`src/rtl/psum_post_pkg.sv`:
```
// rtl/psum_post_pkg.sv - shared requantization types, bounds and rounding-shift helper
package psum_post_pkg;

  localparam int OUT_W    = 8;
  localparam int RS_WIDTH = 32;
  localparam int OUT_MAX  = 127;
  localparam int OUT_MIN  = -128;

  typedef logic signed [OUT_W-1:0] requant_t;

  // Arithmetic right shift with round-half-up; a zero shift passes the value through.
  function automatic logic signed [RS_WIDTH-1:0] round_shift(
    input logic signed [RS_WIDTH-1:0] v,
    input logic        [4:0]          sh
  );
    logic signed [RS_WIDTH-1:0] half;
    logic signed [RS_WIDTH-1:0] biased;
    half = '0;
    if (sh != 5'd0) half[sh - 5'd1] = 1'b1;
    biased = v + half;
    round_shift = biased >>> sh;
  endfunction

endpackage

```
`src/rtl/psum_post_ofifo.sv`:
```
// rtl/psum_post_ofifo.sv - output word FIFO with keep sideband and sticky overflow flag
module psum_post_ofifo #(
  parameter int WIDTH  = 32,
  parameter int KEEP_W = 4,
  parameter int DEPTH  = 4
) (
  input  logic              clk,
  input  logic              rst,
  input  logic              push,
  input  logic [WIDTH-1:0]  push_data,
  input  logic [KEEP_W-1:0] push_keep,
  output logic              out_valid,
  input  logic              out_ready,
  output logic [WIDTH-1:0]  out_data,
  output logic [KEEP_W-1:0] out_keep,
  output logic              overflow_err
);

  localparam int AW = $clog2(DEPTH);

  logic [WIDTH+KEEP_W-1:0] mem [DEPTH];
  logic [AW:0]             wr_ptr;
  logic [AW:0]             rd_ptr;
  logic                    empty;
  logic                    full;
  logic                    pop;
  logic                    wr_en;
  logic [WIDTH+KEEP_W-1:0] rd_entry;

  assign empty    = (wr_ptr == rd_ptr);
  assign full     = (wr_ptr[AW] != rd_ptr[AW]) && (wr_ptr[AW-1:0] == rd_ptr[AW-1:0]);
  assign pop      = !empty && out_ready;
  // A full FIFO still takes a word when the head leaves in the same cycle.
  assign wr_en    = push && (!full || pop);
  assign rd_entry = mem[rd_ptr[AW-1:0]];

  assign out_valid = !empty;
  assign out_data  = empty ? '0 : rd_entry[WIDTH+KEEP_W-1:KEEP_W];
  assign out_keep  = empty ? '0 : rd_entry[KEEP_W-1:0];

  // Storage write; contents need no reset because reads are gated by empty.
  always_ff @(posedge clk) begin
    if (!rst && wr_en) mem[wr_ptr[AW-1:0]] <= {push_data, push_keep};
  end

  // Pointer advance and sticky drop flag.
  always_ff @(posedge clk) begin
    if (rst) begin
      wr_ptr       <= '0;
      rd_ptr       <= '0;
      overflow_err <= 1'b0;
    end else begin
      if (wr_en) wr_ptr <= wr_ptr + 1'b1;
      if (pop)   rd_ptr <= rd_ptr + 1'b1;
      if (push && full && !pop) overflow_err <= 1'b1;
    end
  end

endmodule

```
`src/rtl/psum_post.sv`:
```
// rtl/psum_post.sv - bias/round-shift/ReLU/saturate and pack partial sums; PSUM_POST_SAT_CNT_EN adds sat_cnt
module psum_post
  import psum_post_pkg::*;
#(
  parameter int DATA_WIDTH  = 25,
  parameter int OUT_WIDTH   = 8,
  parameter int PACK        = 4,
  parameter int SHIFT_WIDTH = 5,
  parameter int OFIFO_DEPTH = 4
) (
  input  logic                          clk,
  input  logic                          rst,
  input  logic signed [DATA_WIDTH-1:0]  cfg_bias,
  input  logic        [SHIFT_WIDTH-1:0] cfg_shift,
  input  logic                          cfg_relu_en,
  input  logic                          psum_valid,
  input  logic signed [DATA_WIDTH-1:0]  psum_data,
  input  logic                          psum_last,
  output logic                          out_valid,
  input  logic                          out_ready,
  output logic [PACK*OUT_WIDTH-1:0]     out_data,
  output logic [PACK-1:0]               out_keep,
`ifdef PSUM_POST_SAT_CNT_EN
  output logic [15:0]                   sat_cnt,
`endif
  output logic                          overflow_err
);

  localparam int CNT_W  = $clog2(PACK);
  localparam int WORD_W = PACK * OUT_WIDTH;

  // S1 state
  logic                         s1_valid;
  logic                         s1_last;
  logic                         s1_relu;
  logic [SHIFT_WIDTH-1:0]       s1_shift;
  logic signed [DATA_WIDTH:0]   s1_sum;

  // S2 combinational requantization
  logic signed [RS_WIDTH-1:0]   s2_ext;
  logic signed [RS_WIDTH-1:0]   s2_rnd;
  logic signed [RS_WIDTH-1:0]   s2_rect;
  logic                         s2_clip_hi;
  logic                         s2_clip_lo;
  requant_t                     s2_sat;

  // S2 state
  logic                         s2_valid;
  logic                         s2_last;
  requant_t                     s2_res;

  // Pack state
  logic [CNT_W-1:0]             pack_cnt;
  logic [WORD_W-1:0]            pack_data;
  logic [WORD_W-1:0]            word;
  logic [PACK-1:0]              word_keep;
  logic                         word_push;

  // Bias add at one extra bit so the sum cannot wrap; config travels with the beat.
  always_ff @(posedge clk) begin
    if (rst) begin
      s1_valid <= 1'b0;
      s1_last  <= 1'b0;
      s1_relu  <= 1'b0;
      s1_shift <= '0;
      s1_sum   <= '0;
    end else begin
      s1_valid <= psum_valid;
      s1_last  <= psum_valid && psum_last;
      s1_relu  <= cfg_relu_en;
      s1_shift <= cfg_shift;
      s1_sum   <= {psum_data[DATA_WIDTH-1], psum_data} + {cfg_bias[DATA_WIDTH-1], cfg_bias};
    end
  end

  // Round-shift, optional ReLU, then clamp to the signed output range.
  always_comb begin
    s2_ext     = {{(RS_WIDTH-DATA_WIDTH-1){s1_sum[DATA_WIDTH]}}, s1_sum};
    s2_rnd     = round_shift(s2_ext, 5'(s1_shift));
    s2_rect    = (s1_relu && (s2_rnd < 0)) ? '0 : s2_rnd;
    s2_clip_hi = (s2_rect > OUT_MAX);
    s2_clip_lo = (s2_rect < OUT_MIN);
    if (s2_clip_hi)      s2_sat = requant_t'(OUT_MAX);
    else if (s2_clip_lo) s2_sat = requant_t'(OUT_MIN);
    else                 s2_sat = s2_rect[OUT_W-1:0];
  end

  // S2 register holding the quantized lane value and its row-end flag.
  always_ff @(posedge clk) begin
    if (rst) begin
      s2_valid <= 1'b0;
      s2_last  <= 1'b0;
      s2_res   <= '0;
    end else begin
      s2_valid <= s1_valid;
      s2_last  <= s1_valid && s1_last;
      s2_res   <= s2_sat;
    end
  end

  // Merge the current result into the word being built and decide whether it ships now.
  always_comb begin
    word      = pack_data;
    word_keep = '0;
    for (int i = 0; i < PACK; i++) begin
      if (CNT_W'(i) == pack_cnt) word[i*OUT_WIDTH +: OUT_WIDTH] = OUT_WIDTH'(s2_res);
      word_keep[i] = (CNT_W'(i) <= pack_cnt);
    end
    word_push = s2_valid && ((pack_cnt == CNT_W'(PACK-1)) || s2_last);
  end

  // Lane accumulator; cleared on each push so unwritten lanes of a short word read zero.
  always_ff @(posedge clk) begin
    if (rst) begin
      pack_cnt  <= '0;
      pack_data <= '0;
    end else if (s2_valid) begin
      if (word_push) begin
        pack_cnt  <= '0;
        pack_data <= '0;
      end else begin
        pack_cnt  <= pack_cnt + CNT_W'(1);
        pack_data <= word;
      end
    end
  end

`ifdef PSUM_POST_SAT_CNT_EN
  // Count results clipped by saturation, holding at the top value.
  always_ff @(posedge clk) begin
    if (rst) begin
      sat_cnt <= '0;
    end else if (s1_valid && (s2_clip_hi || s2_clip_lo) && (sat_cnt != 16'hFFFF)) begin
      sat_cnt <= sat_cnt + 16'd1;
    end
  end
`endif

  psum_post_ofifo #(
    .WIDTH  (WORD_W),
    .KEEP_W (PACK),
    .DEPTH  (OFIFO_DEPTH)
  ) u_ofifo (
    .clk          (clk),
    .rst          (rst),
    .push         (word_push),
    .push_data    (word),
    .push_keep    (word_keep),
    .out_valid    (out_valid),
    .out_ready    (out_ready),
    .out_data     (out_data),
    .out_keep     (out_keep),
    .overflow_err (overflow_err)
  );

endmodule
```
`config.mk`:
```
export PLATFORM = sky130hd
export DESIGN_NAME = psum_post
export DESIGN_NICKNAME = d
export VERILOG_FILES = /design/src/rtl/psum_post_pkg.sv /design/src/rtl/psum_post_ofifo.sv /design/src/rtl/psum_post.sv
export SDC_FILE = /design/constraint.sdc
export NUM_CORES = 1
export LEC_CHECK = 0
export ABC_CLOCK_PERIOD_IN_PS = 6100
export CAP_MARGIN = 15
export CORE_UTILIZATION = 54
export CTS_BUF_LIST = sky130_fd_sc_hd__clkbuf_16
export CTS_CLUSTER_DIAMETER = 60
export DETAILED_ROUTE_END_ITERATION = 6
export PLACE_DENSITY = 0.74
export SLEW_MARGIN = 20
export SYNTH_ARGS = -nofsm -noshare
export SYNTH_HDL_FRONTEND = slang
export SYNTH_SLANG_ARGS = --single-unit
export TNS_END_PERCENT = 1
```
`constraint.sdc`:
```
create_clock -name clk -period 6.1 [get_ports clk]
set_clock_uncertainty 0.15 [all_clocks]
set_input_delay 1.22 -clock clk [delete_from_list [all_inputs] [get_ports clk]]
set_output_delay 1.22 -clock clk [all_outputs]
set_load 0.01 [all_outputs]
```
==> flow_metrics.env, run 1 <==
export IMPL_status="completed"
export IMPL_final_max_slew_viol_count=0
export IMPL_io_buffers=98
export IMPL_holdPathStages=1
export IMPL_hp_class="flip-flop to flip-flop"
export IMPL_grt_max_degree=50
export IMPL_drt_total_wl_um=39400
export IMPL_crit_type="flip-flop to flip-flop"
export IMPL_setup_viol=0
export IMPL_p_leak_nw=6.17
export IMPL_rows=59
export IMPL_cp_start_kind="flip-flop"
export IMPL_antenna_left=0
export IMPL_nets=1637
export IMPL_ys_async_sr_fraction_pct=0
export IMPL_place_area_um2=15700
export IMPL_overflow=0
export IMPL_synth_distinct_cells=87
export IMPL_htree_levels=1
export IMPL_rrSetupSlack_ps=330
export IMPL_n_antenna_cell=0
export IMPL_routed_via_count=11800
export IMPL_hold_start="s1_last"
export IMPL_cts_clk_slew_worst_paths_ps=60
export IMPL_cts_max_path_buffers=3
export IMPL_r2r_cells=17
export IMPL_required_ps=6340
export IMPL_rsz0062_at_grt="no"
export IMPL_numClockSinks=227
export IMPL_postCtsHoldBufs=0
export IMPL_hold_path_endpoint="s2_last"
export IMPL_worstMarginPinSlew_ps=1090
export IMPL_dieWidth_um=164
export IMPL_layout_drive_gt1_share_pct=13.2
export IMPL_fin_setup_tns_ps=0
export IMPL_ir_worst_vdd_mv=0.210
export IMPL_min_period_over_period_pct=94.5
export IMPL_syn_area_um2=14200
export IMPL_nFillCells=2101
export IMPL_min_period_ps=5770
export IMPL_place_gp_congestion=0.997
export IMPL_synth_edff_count=140
export IMPL_grt_pass1_wl_um=62200
export IMPL_drtIter0Drc=1069
export IMPL_grt_usage_pct=29.8
export IMPL_via_per_inst=6.35
export IMPL_multi_input_area_um2=7840
export IMPL_io_pins=99
export IMPL_fp_dieH_um=164
export IMPL_core_area_um2=25900
export IMPL_start_util_pct=54.9
export IMPL_cp_end_kind="flip-flop"
export IMPL_synth_fp_nets=1537
export IMPL_area_growth_pct=16.4
export IMPL_arrival_ps=6010
export IMPL_cts_tree="built"
export IMPL_hold_viol=0
export IMPL_grt_pass1_vias=11400
export IMPL_final_area_um2=16600
export IMPL_drv_cap=0
export IMPL_r2r_end="s2_res[6]"
export IMPL_synth_cells=1408
export IMPL_hpwl_um=29000
export IMPL_drc=0
export IMPL_antenna_found_initial=0
export IMPL_relSlewSlack_pct=27.4
export IMPL_clock_latency_ps=550
export IMPL_synthFlopType="edfxtp_1"
export IMPL_max_freq_ghz=0.173
export IMPL_yosysWarnings=0
export IMPL_cp_max_fo=23
export IMPL_ys_ff_latch=227
export IMPL_syn_avg_cell_area_um2=10.1
export IMPL_wl_per_cell_um=21.2
export IMPL_power_per_cell_area_nw_per_um2=238
export IMPL_die_area_um2=27000
export IMPL_yosysSeqAreaShare_pct=41.8
export IMPL_reg2reg_from="s1_shift[1]"
export IMPL_numCtsBuffers=26
export IMPL_drtPass1Iterations=7
export IMPL_root_buffer="clkbuf_16"
export IMPL_seq_area_um2=5950
==> how the worst max path moves through the flow <==
stage,start,end,depth (start not counted)
2_1_floorplan,s1_shift[2],s2_res[0],18
3_3_place_gp,s1_shift[3],s2_res[5],20
3_5_place_dp,s1_shift[3],s2_res[6],20
4_1_cts,s1_shift[3],s2_res[6],20
5_1_grt,s1_shift[1],s2_res[4],18
6_report,s1_shift[1],s2_res[6],17
==> per-stage QoR <==
stage | setup slack [ps] | util, % | instances | power [mW] | hold WS, ps
3_3_place_gp | 249 | 60.7 | 1815 | 2.45 | 266
4_1_cts | 341 | 63.9 | 1863 | 3.95 | 280
3_5_place_dp | 377 | 60.7 | 1815 | 2.45 | 266
2_1_floorplan | 808 | - | 1408 | 2.21 | 256
6_report | 333 | 63.9 | 1863 | 3.94 | 283
5_1_grt | 58.3 | 63.9 | 1863 | 4.09 | 301
==> critical path, cell delays in order (launching register included) <==
cell and delay, ps:
dfxtp_1 510, buf_4 220, nand2_1 60, buf_4 240, nor3_1 250, ha_1 300, o211ai_1 190, o211ai_2 340
nand4_1 410, o21ai_0 460, xor2_1 220, mux4_2 600, mux4_2 490, mux2_4 290, nor3_2 100, nand2_1 110
o41ai_4 500, o211ai_1 160
==> state kept, by name, indices dropped and copies added (netlist names), named ones only <==
name and count:
u_ofifo.mem 140, s1_shift 5, u_ofifo.overflow_err 1, s1_relu 1
s1_valid 1, s2_last 1, s2_valid 1, s2_res 8
u_ofifo.rd_ptr 3, pack_cnt 2, s1_sum 26, u_ofifo.wr_ptr 3
s1_last 1, pack_data 32
==> cell usage after synthesis (all sizes together), types with 5 or more instances <==
| cell type | number | area (um^2) |
|---|---|---|
| nor2 | 172 | 646 |
| edfxtp | 140 | 4200 |
| nand2 | 92 | 345 |
| dfxtp | 87 | 1740 |
| a21oi | 69 | 353 |
| ha | 66 | 826 |
| o21ai | 57 | 289 |
| clkbuf | 53 | 199 |
| nor2b | 50 | 313 |
| mux4 | 42 | 946 |
| inv | 39 | 146 |
| mux2 | 39 | 443 |
| nor3 | 35 | 180 |
| a22oi | 31 | 233 |
| a211oi | 30 | 240 |
| o211ai | 30 | 230 |
| and2 | 27 | 169 |
| xnor2 | 25 | 219 |
| buf | 24 | 105 |
| mux2i | 23 | 230 |
| nand3 | 21 | 105 |
| nand4 | 18 | 113 |
| xor2 | 18 | 158 |
| nand2b | 17 | 106 |
| a21o | 16 | 120 |
| and3 | 12 | 75.1 |
| o21a | 11 | 82.6 |
| or2 | 11 | 68.8 |
| a221oi | 9 | 78.8 |
| a31oi | 9 | 56.3 |
| a211o | 7 | 61.3 |
| a21boi | 7 | 52.6 |
| a221o | 7 | 70.1 |
| a311oi | 7 | 61.3 |
| o21bai | 7 | 52.6 |
| nor4 | 6 | 37.5 |
| o221ai | 6 | 52.6 |
| o311ai | 6 | 60.1 |
| or3 | 6 | 37.5 |
| o22ai | 5 | 31.3 |
==> timing repair <==
item | CTS | global route
endpoints found under the hold margin | 0 | 0
resized for setup | 0 | 1
endpoints found under the setup margin | 0 | 4
buffers inserted | 0 | 0
==> logic make-up after synthesis <==
kind of cell               after synthesis  share of synthesized area (%)
adders and majority gates               68                           6.09
muxes                                  104                           11.4
and+or+nand+nor                        485                           16.6
buffers and inverters                  119                           3.25
DFF                                    227                           41.8
xor gates and xnor gates                43                           2.65
AOI/OAI and AO/OA                      362                           18.3
==> power breakdown <==
group / leakage [nW] / total (mW) / internal, mW / switching [mW]
logic: 3.69 / 0.739 / 0.300 / 0.439
clock network: 0.441 / 1.51 / 0.870 / 0.637
registers: 2.04 / 1.70 / 1.66 / 0.0331
total: 6.17 / 3.94 / 2.83 / 1.11
==> metal layers <==
| metal | GRT usage (%) | wire [um] |
|---|---|---|
| met5 | 0 | 0 |
| met2 | 50.0 | 18800 |
| met3 | 4.04 | 2450 |
| met4 | 13.4 | 1730 |
| met1 | 38.2 | 16400 |
==> layout by cell type, fill, tap and decap left out, types with 48 or more instances in the layout <==
master	instances
nand2_1	92
ha_1	66
dfxtp_1	86
a21oi_1	67
nor2b_1	50
clkdlybuf4s50_1	97
edfxtp_1	140
o21ai_0	48
buf_4	51
nor2_1	172
==> layout make-up <==
class	instances	area share, %
repair buffers	149	8.21
clock buffers	26	3.93
flip-flops and latches	227	35.9
inverters	42	0.952
well taps	335	2.53
clock inverters	22	1.12
multi-input cells	1062	47.3
(Power assumes the default switching activity.)
==> run 2, diff against run 1 <==
- CORE_ASPECT_RATIO: unset -> 1.25
- CORE_MARGIN: unset -> 1
- DONT_BUFFER_PORTS: unset -> 1
- PLACE_DENSITY: 0.74 -> 0.69
==> flow_metrics.env, run 2 (same netlist as run 1, synthesis figures left out) <==
export IMPL_antenna_found_initial=0
export IMPL_arrival_ps=6020
export IMPL_cp_max_fo=14
export IMPL_reg2reg_from="s1_shift[0]"
export IMPL_drtIter0Drc=770
export IMPL_holdPathStages=1
export IMPL_grt_max_degree=77
export IMPL_min_period_over_period_pct=94.3
export IMPL_worst_slack_ps=349
export IMPL_power_switching_mw=1.03
export IMPL_final_max_slew_viol_count=0
export IMPL_startpoint="s1_shift[0]"
export IMPL_grt_pass1_wl_um=60200
export IMPL_status="complete, but fails checks"
export IMPL_dieWidth_um=147
export IMPL_start_util_pct=54.9
export IMPL_overflow=0
export IMPL_combinationalPowerShare_pct=18.6
export IMPL_grt_usage_pct=28.6
export IMPL_drtPass1Iterations=7
export IMPL_antenna_left=0
export IMPL_core_area_um2=25900
export IMPL_p_seq_share_pct=45.4
export IMPL_io_pins=99
export IMPL_cts_clk_slew_worst_paths_ps=60
export IMPL_nFillCells=2218
export IMPL_n_antenna_cell=0
export IMPL_via_per_inst=6.46
export IMPL_layout_drive_gt1_share_pct=13.5
export IMPL_internal_power_mw=2.71
export IMPL_dp_cells=1715
export IMPL_min_period_ps=5750
export IMPL_p_sw_share_pct=27.6
export IMPL_utilization_pct=59.5
export IMPL_area_growth_pct=8.56
export IMPL_largest_register_ffs=140
export IMPL_wl_per_cell_um=22.0
export IMPL_clock_latency_ps=510
export IMPL_layout_commonest_cell="nor2_1"
export IMPL_max_freq_ghz=0.174
export IMPL_fin_setup_tns_ps=0
export IMPL_hold_start="s1_last"
export IMPL_rows=66
export IMPL_htree_levels=1
export IMPL_io_buffers=0
export IMPL_fin_cells=1757
export IMPL_hp_class="flip-flop to flip-flop"
export IMPL_drt_total_wl_um=38600
export IMPL_ir_worst_vdd_mv=0.179
export IMPL_p_leak_nw=5.71
export IMPL_numCtsBuffers=23
export IMPL_drc=1
export IMPL_postCtsHoldBufs=0
export IMPL_grt_pass1_vias=11300
export IMPL_fp_dieH_um=183
export IMPL_routed_via_count=11400
export IMPL_worstMarginPinSlew_ps=813
export IMPL_place_gp_congestion=0.991
export IMPL_drv_cap=0
export IMPL_pwr_share_clk_pct=36.1
export IMPL_cts_resized=0
export IMPL_required_ps=6370
export IMPL_whs_ps=278
export IMPL_cts_max_path_buffers=3
export IMPL_rrSetupSlack_ps=350
export IMPL_cts_setup_buffers=0
export IMPL_layout_common_cells="nor2_1 (172), edfxtp_1 (140), nand2_1 (91), dfxtp_1 (86), a21oi_1 (67)"
export IMPL_cp_end_kind="flip-flop"
export IMPL_dpl_worst_slack_ps=317
export IMPL_crit_type="flip-flop to flip-flop"
export IMPL_power_per_cell_area_nw_per_um2=242
export IMPL_hold_viol=0
export IMPL_nets=1529
export IMPL_hpwl_um=28700
export IMPL_setup_viol=0
export IMPL_die_area_um2=27000
export IMPL_root_buffer="clkbuf_16"
export IMPL_cts_tree="built"
export IMPL_numClockSinks=227
export IMPL_r2r_end="s2_res[5]"
export IMPL_critPathCapture="s2_res[5]"
export IMPL_violations="design-rule violations"
export IMPL_r2r_cells=20
export IMPL_cp_start_kind="flip-flop"
export IMPL_relSlewSlack_pct=45.1
[run 2: changes by cell type in the layout (fill, tap and decap cells not counted), moves of 2 or more]
cell             change
clkdlybuf4s50_1     -97
buf_4                -7
clkinv_1             +4
inv_1                -4
clkbuf_16            -3
clkinv_2             +3
a221oi_1             -2
a221oi_2             +2
clkinv_4             -2
inv_6                -2
nor3_2               +2
[run 2: power by group through the flow]
stage               clock network, mW  logic, mW  registers (mW)
floorplan                           0      0.502            1.71
global placement                    0      0.673            1.73
finish                           1.35      0.694            1.70
detailed placement                  0      0.677            1.73
global route                     1.43      0.758            1.70
CTS                              1.37      0.681            1.70
[run 2: worst max-delay path: stages (launching register included)]
cell and delay [ps]:
dfxtp_1 310, buf_4 180, nor2_1 170, nand2_1 180
nand3_1 220, nor2_1 80, ha_1 410, nand2_1 70
o21ai_1 460, a21boi_0 330, a2111oi_0 530, a311o_1 270
o21ai_1 140, o221ai_1 400, o22ai_1 170, buf_4 170
a311oi_1 370, nand4_1 150, nor4b_1 370, o211ai_1 280
o211ai_1 250
[run 2: worst min path at each step]
stage | endpoint | slack [ps]
floorplan | s2_last | 260
global placement | s2_last | 270
detailed placement | s2_last | 270
CTS | s2_last | 290
global route | s2_last | 320
finish | s2_last | 280
[run 2: area by class of cell]
cell class,instances,area [um^2],area share (%)
clock buffer,23,576,3.73
multi-input combinational,1062,7850,50.8
sequential,227,5950,38.5
clock inverter,19,154,0.997
timing repair buffer,44,330,2.14
tap,340,425,2.76
inverter,42,158,1.02
[run 2: per-layer routing]
layer / GRT usage (%) / vias up / share of wire (%)
met3: 3.18 / 151 / 4.7
met4: 18.1 / 0 / 6.5
met5: 0 / - / 0
li1: - / 5328 / -
met1: 31.5 / 5446 / 38
met2: 52.1 / 427 / 51
[run 2: metrics by stage]
step / instance area (um^2) / power [mW]
6_report: 15400 / 3.74
5_1_grt: 15400 / 3.88
4_1_cts: 15400 / 3.74
3_5_place_dp: 14700 / 2.41
3_3_place_gp: 14700 / 2.40
2_1_floorplan: 14200 / 2.21
